$ cat config.mk
export PLATFORM = sky130hd
export DESIGN_NAME = his_reader_peak
export DESIGN_NICKNAME = d
export VERILOG_FILES = /design/src/rtl/his_reader_peak_pkg.sv /design/src/rtl/his_rd_fifo.sv /design/src/rtl/his_reader_peak.sv
export SDC_FILE = /design/constraint.sdc
export NUM_CORES = 1
export LEC_CHECK = 0
export ABC_AREA = 0
export CAP_MARGIN = 10
export CELL_PAD_IN_SITES_DETAIL_PLACEMENT = 1
export CELL_PAD_IN_SITES_GLOBAL_PLACEMENT = 1
export CORE_MARGIN = 2
export CORE_UTILIZATION = 38
export CTS_CLUSTER_SIZE = 20
export DETAILED_ROUTE_END_ITERATION = 10
export GPL_ROUTABILITY_DRIVEN = 0
export PLACE_DENSITY_LB_ADDON = 0.3
export SYNTH_ARGS = -nofsm -noshare
export SYNTH_HDL_FRONTEND = slang
export SYNTH_HIERARCHICAL = 1
export SYNTH_SLANG_ARGS = --single-unit
export TNS_END_PERCENT = 50
$ cat constraint.sdc
create_clock -name clk -period 3 [get_ports clk]
set_input_delay 0.6 -clock clk [delete_from_list [all_inputs] [get_ports clk]]
set_output_delay 0.6 -clock clk [all_outputs]
set_load 0.02 [all_outputs]
$ cat src/rtl/his_reader_peak_pkg.sv
`default_nettype none
// ============================================================================
// Module      : his_reader_peak_pkg
// Description : Shared defaults and sweep FSM encodings for the histogram reader.
// Revision    : 1.0 - initial release
// ============================================================================
package his_reader_peak_pkg;

    localparam int c_NB      = 8;
    localparam int c_BIN_NUM = 256;
    localparam int c_CW      = 16;

    localparam logic [1:0] c_ST_IDLE  = 2'd0;
    localparam logic [1:0] c_ST_READ  = 2'd1;
    localparam logic [1:0] c_ST_DRAIN = 2'd2;
    localparam logic [1:0] c_ST_DONE  = 2'd3;

endpackage
`default_nettype wire

$ cat src/rtl/his_rd_fifo.sv
`default_nettype none
// ============================================================================
// Module      : his_rd_fifo
// Description : Two-entry FIFO holding {count, index, last} for the bin stream.
// Revision    : 1.0 - initial release
// ============================================================================
module his_rd_fifo #(
    parameter int W = 25
) (
    input  logic         clk,
    input  logic         rst,
    input  logic         i_push,
    input  logic [W-1:0] i_push_data,
    input  logic         i_pop,
    output logic [1:0]   o_count,
    output logic [W-1:0] o_head
);

    logic [W-1:0] r_mem [2];
    logic         r_wr_ptr;
    logic         r_rd_ptr;
    logic [1:0]   r_count;
    logic         w_pop_ok;
    logic         w_push_ok;

    assign w_pop_ok  = i_pop && (r_count != 2'd0);
    assign w_push_ok = i_push && ((r_count != 2'd2) || w_pop_ok);

    always_ff @(posedge clk) begin
        if (rst) begin
            r_mem[0] <= '0;
            r_mem[1] <= '0;
            r_wr_ptr <= 1'b0;
            r_rd_ptr <= 1'b0;
            r_count  <= 2'd0;
        end else begin
            if (w_push_ok) begin
                r_mem[r_wr_ptr] <= i_push_data;
                r_wr_ptr        <= ~r_wr_ptr;
            end
            if (w_pop_ok) begin
                r_rd_ptr <= ~r_rd_ptr;
            end
            r_count <= r_count + {1'b0, w_push_ok} - {1'b0, w_pop_ok};
        end
    end

    assign o_count = r_count;
    assign o_head  = r_mem[r_rd_ptr];

endmodule
`default_nettype wire

$ cat src/rtl/his_reader_peak.sv
`default_nettype none
// ============================================================================
// Module      : his_reader_peak
// Description : Sweeps the histogram RAM, streams and clears every bin, and
//               reports the peak bin/count at the end of the sweep.
// Revision    : 1.0 - initial release
// ============================================================================
module his_reader_peak
    import his_reader_peak_pkg::*;
#(
    parameter int NB      = c_NB,
    parameter int BIN_NUM = c_BIN_NUM,
    parameter int CW      = c_CW
) (
    input  logic          clk,
    input  logic          res,
    input  logic          start,
    output logic          busy,
    output logic          rd_en,
    output logic [NB-1:0] rd_addr,
    input  logic [CW-1:0] rd_data,
    output logic          clr_en,
    output logic [NB-1:0] clr_addr,
    output logic          bin_valid,
    input  logic          bin_ready,
    output logic [CW-1:0] bin_data,
    output logic [NB-1:0] bin_idx,
    output logic          bin_last,
    output logic          done,
    output logic [NB-1:0] peak_bin,
    output logic [CW-1:0] peak_count
);

    localparam int            c_FW        = CW + NB + 1;
    localparam logic [NB-1:0] c_LAST_ADDR = NB'(BIN_NUM - 1);

    logic [1:0]      r_state;
    logic [1:0]      w_state_nxt;
    logic [NB-1:0]   r_addr;
    logic            r_inflight;
    logic [NB-1:0]   r_infl_idx;
    logic            r_infl_last;
    logic [1:0]      w_count;
    logic [c_FW-1:0] w_head;
    logic [CW-1:0]   w_head_data;
    logic [NB-1:0]   w_head_idx;
    logic            w_head_last;
    logic            w_valid;
    logic            w_pop;
    logic [1:0]      w_occ;
    logic            w_rd_en;
    logic            w_last_rd;
    logic            w_start_ok;
    logic [CW-1:0]   r_max;
    logic [NB-1:0]   r_max_idx;
    logic [CW-1:0]   w_max_nxt;
    logic [NB-1:0]   w_max_idx_nxt;
    logic [NB-1:0]   r_peak_bin;
    logic [CW-1:0]   r_peak_count;

    his_rd_fifo #(
        .W (c_FW)
    ) u_fifo (
        .clk         (clk),
        .rst         (res),
        .i_push      (r_inflight),
        .i_push_data ({rd_data, r_infl_idx, r_infl_last}),
        .i_pop       (w_pop),
        .o_count     (w_count),
        .o_head      (w_head)
    );

    assign {w_head_data, w_head_idx, w_head_last} = w_head;
    assign w_valid    = (w_count != 2'd0);
    assign w_pop      = w_valid && bin_ready;
    assign w_start_ok = (r_state == c_ST_IDLE) && start;

    // Entries that will occupy the FIFO after this cycle's pop; count+inflight never exceeds 2.
    assign w_occ     = (w_count - {1'b0, w_pop}) + {1'b0, r_inflight};
    assign w_rd_en   = (r_state == c_ST_READ) && (w_occ < 2'd2);
    assign w_last_rd = w_rd_en && (r_addr == c_LAST_ADDR);

    always_comb begin
        w_state_nxt = r_state;
        case (r_state)
            c_ST_IDLE:  if (start) w_state_nxt = c_ST_READ;
            c_ST_READ:  if (w_last_rd) w_state_nxt = c_ST_DRAIN;
            c_ST_DRAIN: if (!r_inflight && ((w_count - {1'b0, w_pop}) == 2'd0)) w_state_nxt = c_ST_DONE;
            c_ST_DONE:  w_state_nxt = c_ST_IDLE;
            default:    w_state_nxt = c_ST_IDLE;
        endcase
    end

    // Strict compare keeps the lowest index on ties.
    always_comb begin
        w_max_nxt     = r_max;
        w_max_idx_nxt = r_max_idx;
        if (w_pop && (w_head_data > r_max)) begin
            w_max_nxt     = w_head_data;
            w_max_idx_nxt = w_head_idx;
        end
    end

    always_ff @(posedge clk) begin
        if (res) begin
            r_state      <= c_ST_IDLE;
            r_addr       <= '0;
            r_inflight   <= 1'b0;
            r_infl_idx   <= '0;
            r_infl_last  <= 1'b0;
            r_max        <= '0;
            r_max_idx    <= '0;
            r_peak_bin   <= '0;
            r_peak_count <= '0;
        end else begin
            r_state     <= w_state_nxt;
            r_inflight  <= w_rd_en;
            r_infl_idx  <= r_addr;
            r_infl_last <= w_last_rd;
            if (w_start_ok) begin
                r_addr    <= '0;
                r_max     <= '0;
                r_max_idx <= '0;
            end else begin
                if (w_rd_en) begin
                    r_addr <= w_last_rd ? '0 : r_addr + 1'b1;
                end
                r_max     <= w_max_nxt;
                r_max_idx <= w_max_idx_nxt;
            end
            // Latch on entry to DONE so the result is valid alongside the done pulse.
            if ((r_state == c_ST_DRAIN) && (w_state_nxt == c_ST_DONE)) begin
                r_peak_bin   <= w_max_idx_nxt;
                r_peak_count <= w_max_nxt;
            end
        end
    end

    assign busy       = (r_state != c_ST_IDLE);
    assign done       = (r_state == c_ST_DONE);
    assign rd_en      = w_rd_en;
    assign rd_addr    = r_addr;
    assign clr_en     = w_rd_en;
    assign clr_addr   = r_addr;
    assign bin_valid  = w_valid;
    assign bin_data   = w_head_data;
    assign bin_idx    = w_head_idx;
    assign bin_last   = w_head_last;
    assign peak_bin   = r_peak_bin;
    assign peak_count = r_peak_count;

endmodule
`default_nettype wire
Word level (Yosys, flattened, before mapping)
Memories as Yosys holds them, arrays and structs flattened. A register that Yosys moved wholly into a read port is not among the register bits.
Index checks and enable logic that the tools add are counted.
{"block": "word_totals", "register_bits": 72, "mem_bits_rw": 50, "input_bits": 20, "out_inout_bits": 70, "wordCells": 62, "mem_count": 1}
{"memory": "u_fifo.r_mem", "words": 2, "word_bits": 25, "read_ports": 1, "rd_clocked_by_memory_dff": 1, "write_ports": 2, "line": "his_rd_fifo.sv:19", "source": "logic [W-1:0] r_mem [2];"}
{"block": "op_classes", "add_sub_neg": 5, "n_lt_le_gt_ge": 2, "eq_ne": 6, "muxes": 17, "bitwise_logic": 2, "reduce_logical": 17}
{"op": "25-bit two-way mux", "count": 1}
{"op": "25-bit OR reduction", "count": 1}
{"op": "16-bit > comparator", "count": 1}
{"op": "16-bit two-way mux", "count": 1}
{"op": "8-bit two-way mux", "count": 2}
{"op": "1-bit logical AND", "count": 9}
{"op": "1-bit two-way mux", "count": 9}
{"op": "8-bit by 1-bit adder with 8-bit output (second input constant)", "count": 1}
{"op": "8-bit equality test (second input constant)", "count": 1}
{"op": "2-bit one-hot mux with 4 select lines", "count": 1}
{"op": "2-bit equality test (second input constant)", "count": 3}
{"op": "2-bit two-way mux", "count": 3}
{"op": "2-bit by 1-bit adder with 2-bit output", "count": 2}
{"op": "2-bit zero test", "count": 2}
{"op": "2-bit nonzero test", "count": 2}
{"op": "2-bit by 1-bit subtractor with 2-bit output", "count": 2}
{"op": "2-bit by 1-bit equality test with 1-bit output (second input constant)", "count": 1}
{"op": "2-bit < comparator (second input constant)", "count": 1}
{"op": "2-bit inequality test (second input constant)", "count": 1}
{"op": "1-bit NOT", "count": 2}
{"op": "2-bit OR reduction", "count": 1}
{"op": "1-bit zero test", "count": 1}
{"op": "1-bit logical OR", "count": 1}

Longest topological paths before layout
Gate-level depths: netlist (run 1).
{"block": "depth", "ltp_word": 11, "ltp_mapped": 12, "depth_no_buf": 10}

Modules after synthesis
Netlist (run 1), hierarchy kept.
{"mod": "his_reader_peak", "n_inst": 1, "cells_each": 309, "area_each_um2": 2940.3, "seq_area_each_um2": 1361.3}
{"mod": "his_rd_fifo", "n_inst": 1, "cells_each": 158, "area_each_um2": 2431.1, "seq_area_each_um2": 1601.5}

Least setup slack after synthesis (run 1)
OpenSTA, ideal clock, no wires.
{"block": "synth_timing", "path_kind": "reg-to-reg", "startpoint": "reg with a tool-made name", "endpoint": "reg r_peak_count[12] (netlist: peak_count[12])", "setup_ns": 0.138, "arrival_time_ns": 2.897, "required_ns": 2.862, "setup_slack_ns": -0.035, "path_stages_with_launch": 12, "path_buffers": 3, "period_less_slack_ns": 3.035, "cell_sequence": "dfxtp_1 > clkbuf_1 > buf_2 > mux2_2 > ha_1 > nand4_2 > nor4_2 > o21ai_1 > a31oi_4 > buf_8 > mux2i_1 > a211oi_2"}
{"item": "end signal, assigned", "line": "his_reader_peak.sv:134", "source": "r_peak_count <= w_max_nxt;"}
{"item": "end, declared", "line": "his_reader_peak.sv:59", "source": "logic [CW-1:0] r_peak_count;"}

==> impl_summary.md, run 1 <==
Floorplan
The top-level port count is 90. The cell row count is 43. For this configuration, the core starts out at a cell density of 0.388.

The die is roughly 120 µm wide. After floorplanning, the core was sized to cover 13800 µm². The die covers 15100 µm². The die is approximately 120 µm tall.

Route
The number of design-rule violations left by the first detailed-router iteration is 220. Once detail routing completed, the nets flagged for antenna violations numbered 0. The vias after detailed routing is about 3700. Wires add up to between 10000 and 15000 µm. In the final routed layout, each cell accounts on average for ~18 µm.

In the detailed route, the total length drawn on met3 is around 560 µm. After detailed routing, the met2 layer carries 6870 µm of wire. After detailed routing, the wire length on met1 is around 5700 µm. The count of unresolved DRC violations after routing is 0. After detailed routing, no signal wire sits above met4. Using the TritonRoute via totals, the vias-per-cell ratio works out to ~4.9.

The detailed-router iteration count before antenna repair is 4.

Timing
Setup repair after global routing could not meet its margin everywhere. The final clock period utilization by the worst path is 0.971. Setup violations remaining at the end of the flow were counted as 0. Once routing completed, OpenROAD measured the worst setup slack at slightly below 0.09 ns.

For this run, the top clock speed supported by timing is 343 MHz. The remaining max-slew budget at the tightest pin is 0.520. The final-report hold violation count is 0. On the final layout, the worst hold slack is approximately 0.5 ns. The total count of max-transition violations in the final report is 0.

For the pin with the worst max-slew slack, the measured transition is about 0.72 ns. The shortest period the worst path allows is 2.91 ns. The worst clock skew on the final layout is about 0.012 ns.

Place
The final HPWL from detailed placement is between 8000 and 9000 µm. The pre-CTS setup slack is -0.219 ns. Once placement finished, the instance area stood at between 6000 and 7000 µm².

During placement, the flow inserted port buffers numbering between 80 and 90.

Power and ir drop
The maximum VDD drop is around 0.31 mV. The analysis attributes to cell leakage a power of 2.58 nW. In this run the power density over the cells is 605 nW/µm².

The total power is ~4.3 mW.

GRT
The number of global-route vias before repair is between 4000 and 5000. The number of antenna violations at the first check in global routing came to 0. The pin count of the biggest net entering global routing is 50. The overall overflow remaining after global route is 0. The overall routing resource usage is 0.190. The first global-routing pass estimated approximately 21000 µm of wire.

Yosys
Summing every instance area after synthesis gives ~5400 µm². Of the post-synthesis cell area, the dominant cell type holds 0.280. The most common cell in the synthesized netlist is sky130_fd_sc_hd__dfxtp_1. By count the netlist is led by sky130_fd_sc_hd__dfxtp_1, sky130_fd_sc_hd__nor2_1, sky130_fd_sc_hd__and2_1. In this run, synthesis inferred 50 flip-flops with an integrated enable. The synthesized flop and latch total is around 120. For this run, the number of Yosys warnings is 6. The cell type with the largest total area after synthesis is sky130_fd_sc_hd__edfxtp_1.

The number of library cell types mapped by synthesis is 45. The most used flip-flop cell after synthesis is sky130_fd_sc_hd__dfxtp_1. The instance count of the mapped netlist is about 470. After synthesis, the mean cell area works out to about 12 µm². Of the synthesized area, sequential elements account for 0.552. The post-synth net total is ~510. In the synthesized netlist the async set-or-reset flop fraction comes to 0. In the post-synthesis netlist, the biggest area contributors are sky130_fd_sc_hd__edfxtp_1, sky130_fd_sc_hd__dfxtp_1, sky130_fd_sc_hd__and2_1.

Clock tree
The post-CTS clock slew at the launch and capture registers of the worst setup and hold paths is approximately 0.050 ns. The clock passes through at most 2 buffers. The clock latency at the later pin of the worst-skew pair is 0.42 ns. The tree is rooted in a sky130_fd_sc_hd__clkbuf_16. The number of clock buffers added by TritonCTS is 17.

In this run the number of H-tree levels came out at 4. CTS saw between 100 and 150 sinks. The TritonCTS clock tree is built.

Setup path
STA puts the critical path data required time at about 3.3 ns. The slowest stage of the critical path belongs to the cell sky130_fd_sc_hd__mux2_2. The critical path goes through buf_12 > mux2_2 > ha_1 > nand4_4 > nor4_4 > o21ai_1 > a31oi_4 > buf_6 > mux2i_2 > a211oi_2. The critical path buffer and inverter count is 2. The endpoint arrival time on the critical path is roughly 3.2 ns.

The worst setup path category is reg2reg. The startpoint type of the worst setup path is a register. STA classifies the critical path endpoint as a register. The kind of cell with the highest combined delay along the critical path is multiplexers. The highest cell delay on the worst timing path is between 0.3 and 0.4 ns. The maximum net fanout on the critical path is 17.

Finish
Summing all non-filler instances in the final layout gives an area of between 7000 and 8000 µm². The fill cell total of the finished layout is between 1000 and 1500. The share of layout cells above drive strength 1 is 0.166. Summing all flip-flop and latch instances after layout gives a little under 3000 µm².

In the final layout, the multi-input gates occupy about 2200 µm². The layout overhead on the synthesized area is 31.6%. The final layout contains 600 nets. The count of antenna diodes in the layout is 0.

Job
The number of maximum-capacitance violations is 0.

Hold path
The path class of the tightest hold or removal check is reg2reg. The origin of the worst min-delay path is r_max_idx[2]$_SDFF_PP0_.

Run status
The run finished with clean final reports.
-- final timing paths --
kind / depth (start not counted) / slack, ns / end
hold reg to reg: 2 / 0.50 / r_max_idx[2]$_SDFF_PP0_
setup / recovery: 10 / 0.09 / peak_count[14]$_SDFFE_PP0P_
hold / removal: 2 / 0.50 / r_max_idx[2]$_SDFF_PP0_
setup reg to reg: 10 / 0.09 / peak_count[14]$_SDFFE_PP0P_
-- tightest hold or removal path: stages (launching register included) --
cell	delay, ns
sky130_fd_sc_hd__dfxtp_1	0.31
sky130_fd_sc_hd__mux2i_1	0.07
sky130_fd_sc_hd__nor2_1	0.08
-- per-stage QoR --
stage	std cells	util	TNS (ns)
floorplan	467	-	0
global placement	721	0.466	-0.371
detailed placement	721	0.466	-0.433
finish	753	0.511	0
CTS	753	0.507	0
global route	753	0.511	-0.0459
-- cells by family after synthesis --
kind of cell | synth area share
adder cells (fa/ha/maj) | 0.0466
flip-flops | 0.552
multiplexers | 0.0971
buffers and inverters | 0.0529
XOR/XNOR | 0.0179
AO/OA/AOI/OAI | 0.0634
AND/OR/NAND/NOR | 0.171
-- cells in the final DEF (no fill, tap or decap), types with 2 or more instances in the layout --
| master | count |
|---|---|
| sky130_fd_sc_hd__clkbuf_1 | 4 |
| sky130_fd_sc_hd__dfxtp_1 | 73 |
| sky130_fd_sc_hd__inv_1 | 24 |
| sky130_fd_sc_hd__edfxtp_1 | 50 |
| sky130_fd_sc_hd__nor2b_1 | 11 |
| sky130_fd_sc_hd__nand3_1 | 4 |
| sky130_fd_sc_hd__ha_1 | 20 |
| sky130_fd_sc_hd__mux2_2 | 25 |
| sky130_fd_sc_hd__and2_1 | 53 |
| sky130_fd_sc_hd__buf_4 | 11 |
| sky130_fd_sc_hd__or2_2 | 3 |
| sky130_fd_sc_hd__buf_12 | 2 |
| sky130_fd_sc_hd__nor3_1 | 3 |
| sky130_fd_sc_hd__nor2_1 | 64 |
| sky130_fd_sc_hd__clkbuf_16 | 18 |
| sky130_fd_sc_hd__mux2i_2 | 6 |
| sky130_fd_sc_hd__o21ai_0 | 2 |
| sky130_fd_sc_hd__a21o_1 | 3 |
| sky130_fd_sc_hd__clkinv_2 | 5 |
| sky130_fd_sc_hd__xor2_1 | 5 |
| sky130_fd_sc_hd__nand2_1 | 9 |
| sky130_fd_sc_hd__a211oi_1 | 21 |
| sky130_fd_sc_hd__nand2b_1 | 4 |
| sky130_fd_sc_hd__clkinv_1 | 2 |
| sky130_fd_sc_hd__buf_6 | 3 |
| sky130_fd_sc_hd__xnor2_1 | 6 |
| sky130_fd_sc_hd__a211oi_2 | 3 |
| sky130_fd_sc_hd__a21oi_1 | 9 |
| sky130_fd_sc_hd__clkbuf_2 | 2 |
| sky130_fd_sc_hd__bufinv_16 | 2 |
| sky130_fd_sc_hd__nand4_1 | 4 |
| sky130_fd_sc_hd__mux2i_1 | 17 |
| sky130_fd_sc_hd__clkdlybuf4s50_1 | 86 |
-- power breakdown --
part	leakage [nW]	switching, mW	internal, mW	total (mW)
logic	1.18	0.265	0.210	0.475
registers	1.11	0.0222	1.80	1.82
clock network	0.285	0.707	1.28	1.99
total	2.58	0.994	3.28	4.28
-- timing repair --
action / 4_1_cts / 5_1_grt
hold buffers: 0 / 0
pin swaps: 0 / 1
buffers inserted: 0 / 0
endpoints found under the setup margin: 3 / 48
resized for setup: 3 / 16
-- registers in the layout (all words and copies together) (netlist names), named ones only --
signal           count
peak_count          16
u_fifo/o_count       2
r_inflight           1
u_fifo/r_mem        50
u_fifo/r_rd_ptr      1
r_max               16
r_max_idx            8
r_state              2
r_infl_idx           8
u_fifo/r_wr_ptr      1
clr_addr             8
peak_bin             8
r_infl_last          1
-- metal layers --
layer  vias to the layer above  GRT usage
li1                       1776          -
met1                      1821      0.217
met2                        76      0.332
met3                        15     0.0572
met4                         0     0.0726
met5                         -          0
-- area by class of cell --
cell class | instances | share of cell area
Clock buffer | 23 | 0.0678
Timing Repair Buffer | 105 | 0.146
Clock inverter | 9 | 0.0131
Multi-Input combinational cell | 289 | 0.309
Sequential cell | 123 | 0.419
Inverter | 24 | 0.0127
Tap cell | 180 | 0.0319
(Power assumes the default switching activity.)
==> inputs of run 2 (changes only) <==
Settings changed: PLACE_DENSITY_LB_ADDON 0.3 to 0.1, SYNTH_HIERARCHICAL 1 to unset.
==> run 2 against run 1 <==
Net effect: the run now ends with setup timing left; die area up 10%; flip-flop and latch count unchanged; final cell count up 18%; fmax down 3.3%; via count up 26%; utilization up 2.4 points; total power up 42%; final area up 15%; critical path depth unchanged; largest power group is now combinational logic.
==> impl_summary.md, run 2 <==
Place
The count of input and output buffers is between 80 and 90. After detailed placement, the total cell area comes to approximately 7300 µm². Summed over all nets, the half-perimeter wirelength after detailed placement is 10800 µm. Before CTS, the worst setup slack after placement is -0.408 ns.

Clock tree
TritonCTS built the clock tree. Clock latency on the worst-skew pair, taken at its later pin, is ~0.41 ns. The cts-stage hold buffer count is 0.

Clock-pin slew was measured on the worst setup and hold paths at ~0.05 ns. The buffer depth of the longest clock path is 2. The number of H-tree levels is 4. The tree is rooted in a sky130_fd_sc_hd__clkbuf_16. The number of buffers created by CTS is 17. Clock tree synthesis found a total of between 100 and 150 sinks.

Yosys
For this run, the number of Yosys warnings is 0. In this run, synthesis inferred 50 flip-flops with an integrated enable. By area the synthesized netlist is led by sky130_fd_sc_hd__edfxtp_1, sky130_fd_sc_hd__dfxtp_1, sky130_fd_sc_hd__and2_1.

Yosys mapped the design onto 39 distinct sky130hd cell types. For this run, the register share of the synthesized area comes to 0.500. The netlist area before placement is 5930 µm². Counting flops and latches in the post-synthesis netlist gives ~120. The instance count of the mapped netlist is 580. After synthesis, the most frequently instantiated cells are sky130_fd_sc_hd__dfxtp_1, sky130_fd_sc_hd__and2_1, sky130_fd_sc_hd__edfxtp_1. When the netlist entered floorplanning its net count stood at between 600 and 700.

The most used flip-flop cell after synthesis is sky130_fd_sc_hd__dfxtp_1. For this run, asynchronously set or reset flops after synthesis account for 0. The most instantiated library cell after synthesis is sky130_fd_sc_hd__dfxtp_1. The largest total area in the synthesized netlist belongs to sky130_fd_sc_hd__edfxtp_1.

A synthesized cell averages 10.2 µm². The top-area cell type share of the netlist area is 0.253.

Timing
Across all hold checks on the routed design, the worst slack comes to a little under 0.5 ns. The total count of max-transition violations in the final report is 0. After layout, the minimum clock period comes to around 3.0 ns. Setup repair after global routing could not meet its margin everywhere. After routing, the total negative slack on setup checks comes to -0.0103 ns. Timing would allow up to 332 MHz. Setup violations remaining at the end of the flow were counted as 1. For the pin with the worst max-slew slack, the measured transition is 0.639 ns. The least setup slack across all paths after layout is -0.0103 ns. The final-report hold violation count came to 0. In the finished design, the share of the clock period the worst path needs comes to 1.00.

The worst clock skew on the final layout is 0.00713 ns. The remaining max-slew budget at the tightest pin is 0.574.

Setup path
The cell at the slowest stage of the critical path is sky130_fd_sc_hd__or4_4. The depth of the worst register-to-register path is 10. The most critical setup path has its endpoint at peak_count[4]$_SDFFE_PP0P_.

Counting both buffers and inverters, the worst setup path holds a total of 3. The worst register-to-register path ends at peak_count[4]$_SDFFE_PP0P_. The highest cell delay on the worst timing path is 0.57 ns.

In this run the number of cells on the critical path is 10. Of all nets on the critical path, the largest fanout is 21. The worst setup path is launched from a register.

Setup slack on the worst reg-to-reg path comes out at -0.01 ns. The critical path's top delay family is simple AND/OR/NAND/NOR gates. The data required time at the worst endpoint is around 3.3 ns. Data on the critical path arrives at its endpoint at between 3 and 4 ns.

The worst setup path category is reg2reg. Traced cell by cell, the critical path runs through clkbuf_16 > mux2i_2 > inv_2 > ha_1 > nand4_1 > or4_4 > o21a_1 > and2_4 > buf_12 > o311ai_1. STA classifies the critical path endpoint as a register.

Finish
The register with the most flip-flops in the layout has 50 of them. The layout overhead on the synthesized area is 37.2%. The library cell used most frequently in the layout, excluding fill and tap cells, is sky130_fd_sc_hd__clkdlybuf4s50_1.

The top cell types in the final layout, fill and taps aside, are sky130_fd_sc_hd__clkdlybuf4s50_1, sky130_fd_sc_hd__dfxtp_1, sky130_fd_sc_hd__and2_1. After routing the design area is between 8000 and 9000 µm². In the final design database the tool counted between 700 and 800 nets. The count of antenna diodes in the layout is 0. The register with the most flip-flops is u_fifo.r_mem. In the final layout, the share of cells above drive strength 1 is 0.217.

Route
The detailed-router iteration count before antenna repair is 4. The number of antenna-violating nets in the routed design is 0. The vias after detailed routing is ~4600.

The number of design-rule violations left by the first detailed-router iteration is 331. Using the TritonRoute via totals, the vias-per-cell ratio works out to around 5.2. The total wire length is around 16000 µm. The average detailed-routed wire length per instance is approximately 18 µm. In the routed design, unresolved DRC markers number 0.

Power and ir drop
The share of total power dissipated in combinational logic is 0.352. The leakage power is just under 3 nW. Of the total power, the share spent switching nets is 0.327. Of the total power, registers draw 0.326. Power spread over the standard cell area amounts to between 700 and 800 nW/µm². The switching power of the nets is just under 2 mW.

The maximum VDD drop is approximately 0.44 mV. The total internal power is 4.10 mW. The share of total power in the clock network is 0.323.

Floorplan
Measured along the y axis, the die boundary spans between 100 and 150 µm. The area of the core is between 15000 and 20000 µm². 90 I/O pins were placed. The die is roughly 130 µm wide.

The floorplan die area is around 17000 µm². The cell row count is 45. The initial utilization of the core area, before any placement, comes to 0.390.

GRT
The overall overflow remaining after global route is 0. The first global-routing pass estimated 25100 µm of wire. The number of antenna violations at the first check in global routing was 0. The number of global-route vias before repair is roughly 4700. In the global route stage, overall resource usage came out at 0.197. Entering global routing, the biggest net connects between 70 and 80 pins.

Hold path
The worst hold path class is reg2reg.

Run status
The run finished, with violations left. The final reports fail on setup timing.

Job
The tool flagged a number of max-cap violations equal to 0.
run 2: area by class of cell:
type	instances	area, µm²
Clock inverter	9	95.1
Tap cell	188	235
Sequential cell	123	2970
Multi-Input combinational cell	357	2800
Timing Repair Buffer	142	1390
Clock buffer	23	468
Fill cell	1646	7070
Inverter	47	176
run 2: cells by family after synthesis:
kind of cell             share of synthesized area
adder cells (fa/ha/maj)                     0.0401
flip-flops                                   0.500
multiplexers                                0.0424
XOR/XNOR                                    0.0162
AO/OA/AOI/OAI                                0.126
AND/OR/NAND/NOR                              0.201
buffers and inverters                       0.0745
run 2: worst min path at each step:
stage | from | to | slack [ns] | cells after the start
after floorplan | r_max_idx[0]$_SDFF_PP0_ | peak_bin[0]$_SDFFE_PP0P_ | 0.47 | 2
after global placement | r_max_idx[5]$_SDFF_PP0_ | peak_bin[5]$_SDFFE_PP0P_ | 0.48 | 2
after detailed placement | peak_bin[5]$_SDFFE_PP0P_ | peak_bin[5]$_SDFFE_PP0P_ | 0.49 | 2
after CTS | r_max_idx[4]$_SDFF_PP0_ | peak_bin[4]$_SDFFE_PP0P_ | 0.50 | 2
after global routing | peak_count[7]$_SDFFE_PP0P_ | peak_count[7]$_SDFFE_PP0P_ | 0.53 | 2
final | r_max_idx[4]$_SDFF_PP0_ | peak_bin[4]$_SDFFE_PP0P_ | 0.50 | 2
run 2: metal layers:
metal | track usage | wire length (µm) | vias to the layer above
li1 | - | - | 2249
met1 | 0.282 | 7890 | 2285
met2 | 0.299 | 7590 | 77
met3 | 0.0391 | 515 | 19
met4 | 0.0665 | 287 | 0
met5 | 0 | 0 | -
run 2: repair_timing:
action,in CTS,in global routing
pin swaps,0,2
buffers inserted,4,3
endpoints found under the setup margin,34,51
gates resized for setup,19,26
gates cloned,1,1
run 2: through the flow:
step | instances | utilization | power [mW]
finish | 889 | 0.535 | 6.08
global route | 889 | 0.535 | 6.39
CTS | 885 | 0.523 | 6.00
detailed placement | 848 | 0.477 | 3.93
global placement | 848 | 0.477 | 3.86
floorplan | 580 | - | 3.14
run 2: power by group through the flow:
stage | logic, mW | clock network [mW] | registers (mW)
after floorplan | 1.17 | 0 | 1.97
after global placement | 1.87 | 0 | 1.99
after detailed placement | 1.94 | 0 | 1.99
after CTS | 2.04 | 1.99 | 1.97
after global routing | 2.31 | 2.08 | 1.99
final | 2.14 | 1.96 | 1.98
run 2: worst min-delay path: cells and delay by family, from the launching register on:
kind,cells,cell delay [ns]
AOI/OAI and AO/OA,1,0.07
DFF,1,0.31
and+or+nand+nor,1,0.07
==> inputs of run 3 (changes only) <==
Settings changed: CTS_BUF_LIST set to sky130_fd_sc_hd__clkbuf_16.
==> run 3 against run 2 <==
Net effect: the run now ends clean; die area did not move; non-clock buffer count rose by 1; via count fell by 0.41%; critical path type unchanged; largest cell class unchanged; largest power group unchanged.
==> impl_summary.md, run 3 (synthesis gave the netlist of run 2 again) <==
Setup path
The worst setup path category is reg2reg. The instance count on the critical path is 12. STA puts the critical path data required time at ~3.3 ns. At the worst endpoint, the arrival time is approximately 3.3 ns.

In this run the worst path has a maximum fanout of 21. The most prevalent standard cell on the critical path is sky130_fd_sc_hd__buf_12. The endpoint identified for the worst register-to-register timing path is peak_count[4]$_SDFFE_PP0P_. The startpoint type of the worst setup path is a register. The critical path buffer and inverter count is 4.

The register-to-register setup slack is around 0.011 ns. The highest cell delay on the worst timing path is between 0.4 and 0.5 ns. Traced cell by cell, the critical path runs through buf_12 > mux2i_4 > inv_2 > ha_1 > nand4_1 > buf_4 > nor2_1 > a2bb2oi_2 > or3b_2 > and2_4 > buf_12 > o311ai_1. The cell family contributing the most delay on the critical path is simple AND/OR/NAND/NOR gates. The type of destination of the critical path is a register.

The cell at the slowest stage of the critical path is sky130_fd_sc_hd__or3b_2. The depth of the worst register-to-register path is 12. The most critical setup path has its endpoint at peak_count[4]$_SDFFE_PP0P_.

Route
The detailed-router iteration count before antenna repair is 5. Detailed routing inserted a total of ~4600 vias. The count of unresolved DRC violations after routing is 0. In the final routed layout, each cell accounts on average for about 18 µm. In this run the remaining antenna-violating nets after routing total 0.

Summed over all nets, wire length on met2 after detailed routing comes to 7700 µm. The top routing layer in use is met4. The routed design uses between 300 and 400 µm of met3 wire. The number of design-rule violations left by the first detailed-router iteration is 299.

Dividing the detail-routed via count by the number of cells gives ~5.2. The met1 routed wirelength after detailed routing is ~8100 µm. The total wire length is ~16000 µm.

Timing
The total count of max-transition violations in the final report was 0. The remaining max-slew budget at the tightest pin is 0.564. For the final routed database, the setup TNS stands at 0 ns. The final-report hold violation count is 0. The tightest hold path in the finished design has a slack of ~0.49 ns. The count of final setup violators is 0. The shortest period the worst path allows is between 2 and 3 ns. Across the routed clock network, the largest skew measured is slightly below 0.01 ns. Setup slack closes at 0.0105 ns. For the pin with the worst max-slew slack, the measured transition is ~0.65 ns. The final clock period utilization by the worst path is 0.996. For this run, the top clock speed supported by timing is approximately 330 MHz.

Finish
The register with the most flip-flops in the layout has 50 of them. Of the cells placed in the final design, the portion with a size suffix greater than 1 is 0.218. Leaving out fill and tap cells, the most frequent cell in the layout is sky130_fd_sc_hd__clkdlybuf4s50_1. Counting flops per register, the top entry is u_fifo.r_mem. The count of antenna diodes in the layout is 0. The final layout net count is approximately 730. The library cells used most frequently in the layout, excluding fill and tap cells, are sky130_fd_sc_hd__clkdlybuf4s50_1, sky130_fd_sc_hd__dfxtp_1, sky130_fd_sc_hd__and2_1. The finished layout holds 890 standard cells, fillers aside. The area growth from synthesis to layout is 37.7%.

Clock tree
The clock root buffer master is sky130_fd_sc_hd__clkbuf_16. The TritonCTS clock tree is built. The clock reaches the later pin of the worst-skew pair after 0.41 ns. After clock tree synthesis, the clock-pin slew on the worst setup and hold paths is around 0.050 ns. The number of clock buffers added by TritonCTS is 17. The buffer depth of the longest clock path is 2. For this design, the sink count on the clock tree is ~120. In this run the number of H-tree levels came out at 4.

Floorplan
The width of the chip is between 100 and 150 µm. The initial core utilization is 0.390. The die covers about 17000 µm². The cell row count is between 40 and 50. The floorplan step set the die height to about 130 µm. 90 I/O pins were placed. The total area inside the core boundary comes to approximately 15000 µm².

Power and ir drop
The maximum VDD drop is 0.451 mV. The total power is 6.10 mW. The total power divided by cell area is 747 nW/µm². The analysis attributes to cell leakage a power of between 2 and 3 nW.

Place
The total instance count after detailed placement is around 850. At the placement stage, the worst setup path has a slack of -0.408 ns. In this run the tool buffered the top-level ports with between 80 and 90 buffer cells. Detailed placement ended at an HPWL of 10800 µm.

GRT
Summed over all layers, the global routing overflow is 0. For this run, the total global-route usage over all layers was measured as 0.199. The wire length of the first global-routing pass is 25400 µm. The number of antenna violations at the first check in global routing came to 0. Entering global routing, the biggest net connects 74 pins. The number of global-route vias before repair is about 4700.

Job
The tool flagged a number of max-cap violations equal to 0.

Run status
The run finished with clean final reports.

Hold path
In this run the worst hold path is classified as reg2reg.
## run 3: cell count changes in the layout (fill, tap and decap cells not counted), moves of 2 or more
cell                       before  now
sky130_fd_sc_hd__inv_1         40   44
sky130_fd_sc_hd__mux2i_4        7   10
sky130_fd_sc_hd__clkbuf_8       2    0
sky130_fd_sc_hd__clkbuf_1       4    0
sky130_fd_sc_hd__clkinv_1       2    4
sky130_fd_sc_hd__mux2i_2        6    3
## run 3: final cells by class
type / count / area [µm²]
multi-input combinational: 357 / 2850
clock inverter: 15 / 118
timing repair buffer: 143 / 1400
fill: 1644 / 7040
sequential: 123 / 2970
inverter: 47 / 176
tap: 188 / 235
clock buffer: 17 / 425
## run 3: worst min-delay path, cell delays in order, from the launching register on
cell and delay [ns]:
sky130_fd_sc_hd__dfxtp_1 0.31, sky130_fd_sc_hd__nand2b_1 0.06, sky130_fd_sc_hd__o311ai_1 0.07
## run 3: per-layer routing
metal	vias to the layer above	GRT usage
met5	-	0
met4	0	0.0665
met3	16	0.0391
met2	74	0.303
met1	2273	0.283
li1	2248	-
## run 3: worst min path at each step
stage	start	endpoint	slack (ns)	cells after the start
2_1_floorplan	r_max_idx[0]$_SDFF_PP0_	peak_bin[0]$_SDFFE_PP0P_	0.47	2
3_3_place_gp	r_max_idx[5]$_SDFF_PP0_	peak_bin[5]$_SDFFE_PP0P_	0.48	2
5_1_grt	peak_count[7]$_SDFFE_PP0P_	peak_count[7]$_SDFFE_PP0P_	0.53	2
4_1_cts	r_max_idx[4]$_SDFF_PP0_	peak_bin[4]$_SDFFE_PP0P_	0.50	2
3_5_place_dp	peak_bin[5]$_SDFFE_PP0P_	peak_bin[5]$_SDFFE_PP0P_	0.49	2
6_report	r_max_idx[4]$_SDFF_PP0_	peak_bin[4]$_SDFFE_PP0P_	0.49	2
## run 3: per-stage QoR
step	instance area [µm²]	util
global placement	7250	0.477
global route	8160	0.537
finish	8160	0.537
detailed placement	7250	0.477
CTS	7920	0.521
floorplan	6000	-
## run 3: power breakdown
part | leakage [nW] | switching [mW] | internal [mW]
clock network | 0.281 | 0.710 | 1.19
logic | 1.55 | 1.21 | 1.01
registers | 1.11 | 0.0980 | 1.88
total | 2.95 | 2.02 | 4.08
## run 3: what timing repair did
item	4_1_cts	5_1_grt
hold buffers	0	0
setup endpoints to repair	34	50
setup buffers	3	5
resized for setup	19	31
pin swaps	0	3
gates cloned	1	1
